===== src/rtl/lis3dh_spi_responder.sv =====
// LIS3DH SPI-slave model: mode-3 framing, control/status/output register map,
// host-fed XYZ samples with BDU and overrun handling, and the INT1 data-ready line.
module lis3dh_spi_responder #(
   parameter logic [7:0] WHO_AM_I_VAL = 8'h33,
   parameter logic [7:0] CTRL1_RST    = 8'h07
) (
   input  logic        CLK12M,
   input  logic        RST_BTN,
   input  logic        LIS3DH_SCLK,
   input  logic        LIS3DH_SS,
   input  logic        LIS3DH_MOSI,
   output logic        LIS3DH_MISO,
   output logic        MISO_OE,
   input  logic        SAMPLE_VALID,
   input  logic [15:0] SAMPLE_X,
   input  logic [15:0] SAMPLE_Y,
   input  logic [15:0] SAMPLE_Z,
   output logic [1:0]  LIS3DH_INT
);

   typedef enum logic [1:0] {
      IDLE,
      CMD,
      DATA
   } state_t;

   state_t state, state_next;

   logic [2:0]  sclk_sync;
   logic [2:0]  ss_sync;
   logic [1:0]  mosi_sync;
   logic        sclk_rise, sclk_fall, ss_fall, ss_high, mosi;

   logic [2:0]  bit_cnt;
   logic [7:0]  rx;
   logic [7:0]  rx_byte;
   logic [7:0]  tx;
   logic        rw, ms;
   logic [5:0]  addr, next_addr, load_addr;
   logic        byte_done, load_tx, write_en, flag_clear;
   logic        miso, miso_oe;

   logic [7:0]  ctrl [6];
   logic [15:0] out_x, out_y, out_z;
   logic        zyxda, zyxor, int1;

   assign sclk_rise   = sclk_sync[1] & ~sclk_sync[2];
   assign sclk_fall   = ~sclk_sync[1] & sclk_sync[2];
   assign ss_fall     = ~ss_sync[1] & ss_sync[2];
   assign ss_high     = ss_sync[1];
   assign mosi        = mosi_sync[1];

   assign LIS3DH_MISO = miso;
   assign MISO_OE     = miso_oe;
   assign LIS3DH_INT  = {1'b0, int1};

   // Register-map read mux shared by every TX load
   function automatic logic [7:0] reg_read(input logic [5:0] a);
      logic [7:0] v;
      v = '0;
      if (a == 6'h0F)
         v = WHO_AM_I_VAL;
      else if (a[5:3] == 3'b100 && a[2:0] <= 3'd5)
         v = ctrl[a[2:0]];
      else if (a == 6'h27)
         v = {zyxor, 3'b000, zyxda, 3'b000};
      else if (a == 6'h28)
         v = out_x[7:0];
      else if (a == 6'h29)
         v = out_x[15:8];
      else if (a == 6'h2A)
         v = out_y[7:0];
      else if (a == 6'h2B)
         v = out_y[15:8];
      else if (a == 6'h2C)
         v = out_z[7:0];
      else if (a == 6'h2D)
         v = out_z[15:8];
      return v;
   endfunction

   // Two-stage synchronisers plus one history stage for edge detection.
   // SS resets low so a frame already in progress at reset is ignored until SS
   // has been seen high and falls again.
   always_ff @(posedge CLK12M) begin
      if (RST_BTN) begin
         sclk_sync <= '1;
         ss_sync   <= '0;
         mosi_sync <= '0;
      end else begin
         sclk_sync <= {sclk_sync[1:0], LIS3DH_SCLK};
         ss_sync   <= {ss_sync[1:0], LIS3DH_SS};
         mosi_sync <= {mosi_sync[0], LIS3DH_MOSI};
      end
   end

   // FSM state register
   always_ff @(posedge CLK12M) begin
      if (RST_BTN)
         state <= IDLE;
      else
         state <= state_next;
   end

   // Next state and byte-boundary controls; SS high always wins over a byte end
   always_comb begin
      state_next = state;
      rx_byte    = {rx[6:0], mosi};
      next_addr  = ms ? addr + 6'd1 : addr;
      byte_done  = 1'b0;
      load_tx    = 1'b0;
      load_addr  = addr;
      write_en   = 1'b0;
      case (state)
         IDLE: begin
            if (ss_fall)
               state_next = CMD;
         end
         CMD: begin
            if (ss_high) begin
               state_next = IDLE;
            end else if (sclk_rise && bit_cnt == 3'd7) begin
               byte_done  = 1'b1;
               state_next = DATA;
               load_tx    = rx_byte[7];
               load_addr  = rx_byte[5:0];
            end
         end
         DATA: begin
            if (ss_high) begin
               state_next = IDLE;
            end else if (sclk_rise && bit_cnt == 3'd7) begin
               byte_done = 1'b1;
               load_tx   = rw;
               load_addr = next_addr;
               write_en  = ~rw && addr[5:3] == 3'b100 && addr[2:0] <= 3'd5;
            end
         end
         default: state_next = IDLE;
      endcase
      flag_clear = load_tx && load_addr == 6'h2D;
   end

   // Shift/count datapath and MISO driver
   always_ff @(posedge CLK12M) begin
      if (RST_BTN) begin
         bit_cnt <= '0;
         rx      <= '0;
         tx      <= '0;
         rw      <= 1'b0;
         ms      <= 1'b0;
         addr    <= '0;
         miso    <= 1'b0;
         miso_oe <= 1'b0;
      end else begin
         if (state == IDLE)
            bit_cnt <= '0;
         else if (sclk_rise)
            bit_cnt <= bit_cnt + 3'd1;

         if (state != IDLE && sclk_rise)
            rx <= rx_byte;

         if (state == CMD && byte_done) begin
            rw   <= rx_byte[7];
            ms   <= rx_byte[6];
            addr <= rx_byte[5:0];
         end else if (state == DATA && byte_done) begin
            addr <= next_addr;
         end

         if (load_tx) begin
            tx <= reg_read(load_addr);
         end else if (state == DATA && rw && sclk_fall && !ss_high) begin
            miso    <= tx[7];
            tx      <= {tx[6:0], 1'b0};
            miso_oe <= 1'b1;
         end else if (state == IDLE) begin
            miso    <= 1'b0;
            miso_oe <= 1'b0;
         end
      end
   end

   // Control registers, sample latch with BDU/overrun, and registered INT1
   always_ff @(posedge CLK12M) begin
      if (RST_BTN) begin
         ctrl[0] <= CTRL1_RST;
         for (int unsigned i = 1; i < 6; i++)
            ctrl[i] <= '0;
         out_x <= '0;
         out_y <= '0;
         out_z <= '0;
         zyxda <= 1'b0;
         zyxor <= 1'b0;
         int1  <= 1'b0;
      end else begin
         if (write_en)
            ctrl[addr[2:0]] <= rx_byte;

         // A sample coinciding with the OUT_Z_H load overrides the flag clear
         if (SAMPLE_VALID) begin
            if (flag_clear || !(ctrl[3][7] && zyxda)) begin
               out_x <= SAMPLE_X;
               out_y <= SAMPLE_Y;
               out_z <= SAMPLE_Z;
            end
            zyxda <= 1'b1;
            zyxor <= flag_clear ? 1'b0 : (zyxor | zyxda);
         end else if (flag_clear) begin
            zyxda <= 1'b0;
            zyxor <= 1'b0;
         end

         int1 <= zyxda & ctrl[2][4];
      end
   end

endmodule


===== config.mk =====
export PLATFORM = sky130hd
export DESIGN_NAME = lis3dh_spi_responder
export DESIGN_NICKNAME = d
export VERILOG_FILES = /design/src/rtl/lis3dh_spi_responder.sv
export SDC_FILE = /design/constraint.sdc
export NUM_CORES = 1
export LEC_CHECK = 0
export ABC_AREA = 1
export ABC_CLOCK_PERIOD_IN_PS = 3400
export CORE_MARGIN = 2
export CORE_UTILIZATION = 55
export CTS_CLUSTER_DIAMETER = 40
export DETAILED_ROUTE_END_ITERATION = 10
export PLACE_DENSITY_LB_ADDON = 0.25
export SETUP_SLACK_MARGIN = 0.15
export SLEW_MARGIN = 20
export SYNTH_ARGS = -nofsm -noshare
export SYNTH_HDL_FRONTEND = slang
export SYNTH_SLANG_ARGS = --single-unit

===== constraint.sdc =====
create_clock -name CLK12M -period 3.4 [get_ports CLK12M]
set_input_delay 0.51 -clock CLK12M [delete_from_list [all_inputs] [get_ports CLK12M]]
set_output_delay 0.51 -clock CLK12M [all_outputs]
set_load 0.05 [all_outputs]

# Word level (Yosys, flattened, before mapping)
# Memories as Yosys holds them, arrays and structs flattened.
# Index checks and enable logic that the tools add are counted.
# word_totals
reg_bits,89
ramBits,48
input_bits,54
out_inout_bits,4
wordCells,126
n_memories,1
# classes
n_addsub,2
order_cmp,2
n_eq_ne,16
mux,50
bitwise_logic,10
reduce_logical,27
# mem_list
memory,words,word_bits,read_ports,rd_clocked_by_memory_dff,write_ports,line_no,rtl
ctrl,6,8,3,0,6,43,logic [7:0] ctrl [6];
# ops
operator,count
2-to-1 mux 8 bit,12
"equality test 6 bit, second input constant",7
2-to-1 mux 6 bit,7
2-to-1 mux 1 bit,23
logical AND 1 bit,12
one-hot mux 6 bit (2 select lines),1
nonzero test 2 bit,5
"equality test 3 bit, second input constant",3
2-to-1 mux 2 bit,4
OR reduction 8 bit,1
"adder 6 x 1 -> 6 bit, second input constant",1
"equality test 6 x 4 -> 1 bit, second input constant",1
"less-or-equal comparator 3 bit, second input constant",2
one-hot mux 2 bit (3 select lines),1
inverter 1 bit,5
AND 1 bit,4
"inequality test 2 bit, second input constant",2
AND reduction 2 bit,2
OR reduction 2 bit,2
"adder 3 x 1 -> 3 bit, second input constant",1
2-to-1 mux 3 bit,1
"inequality test 3 bit, second input constant",1
AND reduction 3 bit,1
"equality test 2 x 1 -> 1 bit, second input constant",1
other kinds (6),7

# Longest topological paths before layout
# depth
depth_word,17
mapped_depth,22
mapped_depth_nobuf,21

# Worst setup path after synthesis
# OpenSTA, ideal clock, no wires.
# synth_timing
path_kind,flip-flop to flip-flop
start,register bit_cnt[0]
end,register tx[5]
setup_ns,0.132
arrival_time_ns,2.309
required_time_ns,3.268
slack_ns,0.959
stages_incl_launch_ff,20
path_buffers,1
synth_period_minus_slack_ns,2.441
path_cell_list,dfxtp_1 ha_1 ha_1 nand3_2 nor2_4 nand2_4 nor2_8 nand2_4 nand3_4 nand2_4 nor2_4 nand3_2 buf_6 or2_0 nand2_1 nand3_1 nand2_1 nand2_1 nand2_1 a21oi_1
# synth_via
elab_chain_len,16
word_cells_on_any_way,35
cone_classes,1 x order compare; 10 x eq/ne; 20 x mux; 3 x reduce/logical; 1 x memory
# synth_lines
element,line_no,rtl
start: declaration,34,logic [2:0] bit_cnt;
start signal: assignment,159,bit_cnt <= bit_cnt + 3'd1;
equality test 3 bit (*),"122, 132",
logical AND 1 bit (*),"122, 132",
"2-to-1 mux 6 bit, on equally long branches","132, 122",
"2-to-1 mux 6 bit, on equally long branches","130, 120",
one-hot mux 6 bit (2 select lines),114,case (state)
equality test 6 bit,77,else if (a == 6'h2D)
2-to-1 mux 8 bit,77,
2-to-1 mux 8 bit,75,else if (a == 6'h2C)
2-to-1 mux 8 bit,73,else if (a == 6'h2B)
2-to-1 mux 8 bit,71,else if (a == 6'h2A)
2-to-1 mux 8 bit,69,else if (a == 6'h29)
2-to-1 mux 8 bit,67,else if (a == 6'h28)
2-to-1 mux 8 bit,65,else if (a == 6'h27)
2-to-1 mux 8 bit,63,else if (a[5:3] == 3'b100 && a[2:0] <= 3'd5)
2-to-1 mux 8 bit,61,if (a == 6'h0F)
2-to-1 mux 8 bit,172,if (load_tx) begin
end signal: assignment,173,tx <= reg_read(load_addr);
end signal: assignment,176,"tx <= {tx[6:0], 1'b0};"
end: declaration,37,logic [7:0] tx;
# Every way passes the cells marked *; elsewhere a longest branch is shown, timed or not.
# A chain may end at the register's enable or synchronous reset.

# Final worst setup path
# layout_timing
start,register state[0]
end,register tx[2]
# layout_via
elab_chain_len,13
word_cells_on_any_way,30
cone_classes,1 x order compare; 11 x eq/ne; 12 x mux; 5 x reduce/logical; 1 x memory
# layout_lines
element,line_no,rtl
start: declaration,27,"state_t state, state_next;"
start signal: assignment,102,state <= state_next;
equality test 2 bit / equality test 2 x 1 -> 1 bit (equally long branches),"114, 174",
one-hot mux 6 bit (2 select lines),114,
equality test 6 bit,77,
2-to-1 mux 8 bit,77,
2-to-1 mux 8 bit,75,
2-to-1 mux 8 bit,73,
2-to-1 mux 8 bit,71,
2-to-1 mux 8 bit,69,
2-to-1 mux 8 bit,67,
2-to-1 mux 8 bit,65,
2-to-1 mux 8 bit,63,
2-to-1 mux 8 bit,61,
2-to-1 mux 8 bit,172,
# Parallel ways exist; a longest one is shown, timed or not.

==> metrics.yaml <==
status: "finished clean"
first_pass_iters: 6
max_slew_margin_pct: 54.6
finalInstanceArea_sq_um: 8490
drive_gt1_share_pct: 9.37
clkTransAtPathRegs_ps: 60
synth_top_area_share_pct: 27.0
ctsLongestPathBuffers: 2
crit_chain: "inv_1, ha_1, inv_1, nand3_1, nand3_1, nand2_1, nor2_1, nand2_2, nor2_4, nand3_2, or2_2, nand2_1, nand3_1, nand2_1, nand2_1, nand2_1, a21oi_1"
synth_edf_count: 64
die_h_microns: 118
cts_sinks: 153
diodes: 0
fin_nets: 997
path_delay_family: "simple AND/OR/NAND/NOR gates"
worstMarginPinSlew_ps: 681
fin_crit_ps: 3020
met3_length_mm: 1.16
crit_path_end_kind: "flop"
cp.arrival_ps: 3340
wl_mm: 17.5
vias_per_cell: 5.41
fmax_mhz: 331
cts_buffers: 17
whs_path_depth: 2
timing.hold.ws_ps: 408
multi_input_area_sq_um: 3020
top_layer_used: "met4"
cp_slowest_cell: "or2_2"
dieArea_sq_um: 13900
wl_per_cell_microns: 15.6
slew_violations: 0
portBuffers: 56
syn_area_per_cell_sq_um: 8.22
antenna_found_initial: 0
place_hpwl_mm: 12.0
insertion_delay_ps: 430
grtUsageTotal_pct: 26.3
grt_pass1_wl_mm: 28.5
drt_iter0_markers: 632
synthTopCellsByArea: "edfxtp_1 (27%), dfxtp_1 (25%), nand2_1 (8.8%)"
tritoncts: "yes"
die_w_microns: 118
hp-class: "flop to flop"
io_pins: 58
total_power_mw: 4.57
p_leak_nw: 3.46
syn-cell-area_sq_um: 7120
htreeDepth: 4
fillers: 1060
finClkSkew_ps: 5.58
power_density_nw_per_um2: 538
reg2reg_depth: 17
grt-ovfl-total: 0
drv_cap: 0
std_cell_rows: 41
wl_met1_mm: 7.78
drtAntennaViolNets: 0
required_ps: 3720
grt_pass1_vias: 5704
peakVddDrop_uv: 599
core_area_sq_um: 12600
post-route-period-util_pct: 88.8
ys_warn_count: 0
cp.buffers_inverters: 2
crit_type: "flop to flop"
rsz0062_at_grt: "true"
crit_top_cell: "nand2_1"
grt_max_degree: 75
ys_dominant_reg_cell: "dfxtp_1"
ctsHoldBuffers: 0
drc: 0
area_delta_synth_final_pct: 19.2
final_core_util_pct: 67.3
start_kind: "flop"
crit_cells: 17
num_vias: 6071
async_reset_ff_share_pct: 0
ff_latch_area_sq_um: 3700
ys_types: 44
synth-seq-cells: 153
dpl_cell_area_sq_um: 7850
finalHoldViolCount: 0
yosys.area.top_type: "edfxtp_1"
worst-path-max-fanout: 14
setup_viol: 0
syn_inst: 867
gp_congestion: 0.893
initial_utilization_pct: 56.5
cpPeakStageDelay_ps: 380
wl_met2_mm: 7.99
cts_root_buf: "clkbuf_16"
fin_tns_setup_ps: 0
seq_area_frac_synth_pct: 52.0
metal layers:
metal / track usage (%) / vias up
met4: 12.8 / 0
met5: 0 / -
met2: 39.8 / 249
li1: - / 2993
met3: 6.69 / 46
met1: 35.4 / 2783
through the flow:
stage               setup slack, ps  std cells
floorplan                       959        883
global placement                368       1089
detailed placement              277       1089
CTS                             226       1121
global route                    133       1122
finish                          380       1122
report_power, final:
group	leakage [nW]	total, mW	internal (mW)	switching (mW)
clock network	0.285	1.94	1.21	0.733
registers	1.36	2.05	2.00	0.0445
logic	1.82	0.577	0.194	0.383
cells by family after synthesis:
logic type	after synthesis	share of synthesized area, %
simple gates	442	28.4
xor+xnor	3	0.369
flops	153	52.0
fa+ha+maj	6	1.05
buf+inv	107	6.67
compound gates	155	11.4
other cells	1	0.0526
worst register-to-register path: stages, from the launching register on:
cell     delay (ps)
dfxtp_1         330
inv_1            70
ha_1            310
inv_1           260
nand3_1         210
nand3_1         170
nand2_1          60
nor2_1          180
nand2_2         130
nor2_4          120
nand3_2         250
or2_2           380
nand2_1          70
nand3_1         100
nand2_1         100
nand2_1          50
nand2_1          70
a21oi_1          60
registers in the layout, summed over array words and instances, names as in the netlist:
signal	count
int1	1
out_y	16
ctrl	64
zyxda	1
out_z	16
sclk_sync	3
ss_sync	3
ms	1
mosi_sync	2
out_x	16
rw	1
LIS3DH_MISO	1
zyxor	1
bit_cnt	3
MISO_OE	1
rx	7
addr	6
state	2
tx	8
synthesized netlist by cell type (all sizes together), types with 3 or more instances:
cell type / n
a21oi: 50
buf: 20
clkbuf: 13
dfxtp: 89
edfxtp: 64
ha: 6
inv: 72
nand2: 178
nand3: 46
nand4: 17
nor2: 175
nor3: 6
o211ai: 3
o21ai: 89
o22ai: 4
or2: 18
xor2: 3
final timing paths:
| kind | start | end | slack [ps] |
|---|---|---|---|
| worst min register to register | ss_sync[0] | ss_sync[1] | 410 |
| worst min-delay path | ss_sync[0] | ss_sync[1] | 410 |
| worst max-delay path | state[0] | tx[2] | 380 |
| worst max register to register | state[0] | tx[2] | 380 |
final cells by class:
type / count / share of cell area (%)
Clock buffer: 17 / 5.01
Clock inverter: 15 / 2.15
Inverter: 74 / 3.40
Multi-Input combinational cell: 623 / 35.6
Sequential cell: 153 / 43.6
Tap cell: 172 / 2.53
Timing Repair Buffer: 68 / 7.71
layout by cell type, fill, tap and decap left out, types with 35 or more instances in the layout:
cell | synthesis | final
nand2_1 | 167 | 167
nor2_1 | 167 | 166
dfxtp_1 | 89 | 89
inv_1 | 68 | 67
edfxtp_1 | 64 | 64
clkdlybuf4s50_1 | 0 | 56
a21oi_1 | 50 | 50
o21ai_1 | 45 | 46
o21ai_0 | 44 | 43
nand3_1 | 35 | 35
what timing repair did:
item                                    in CTS  in global routing
setup buffers                                0                  1
gates resized for setup                      0                  8
endpoints found under the setup margin       0                 54
No activity file was read; power rests on OpenSTA's default activity.
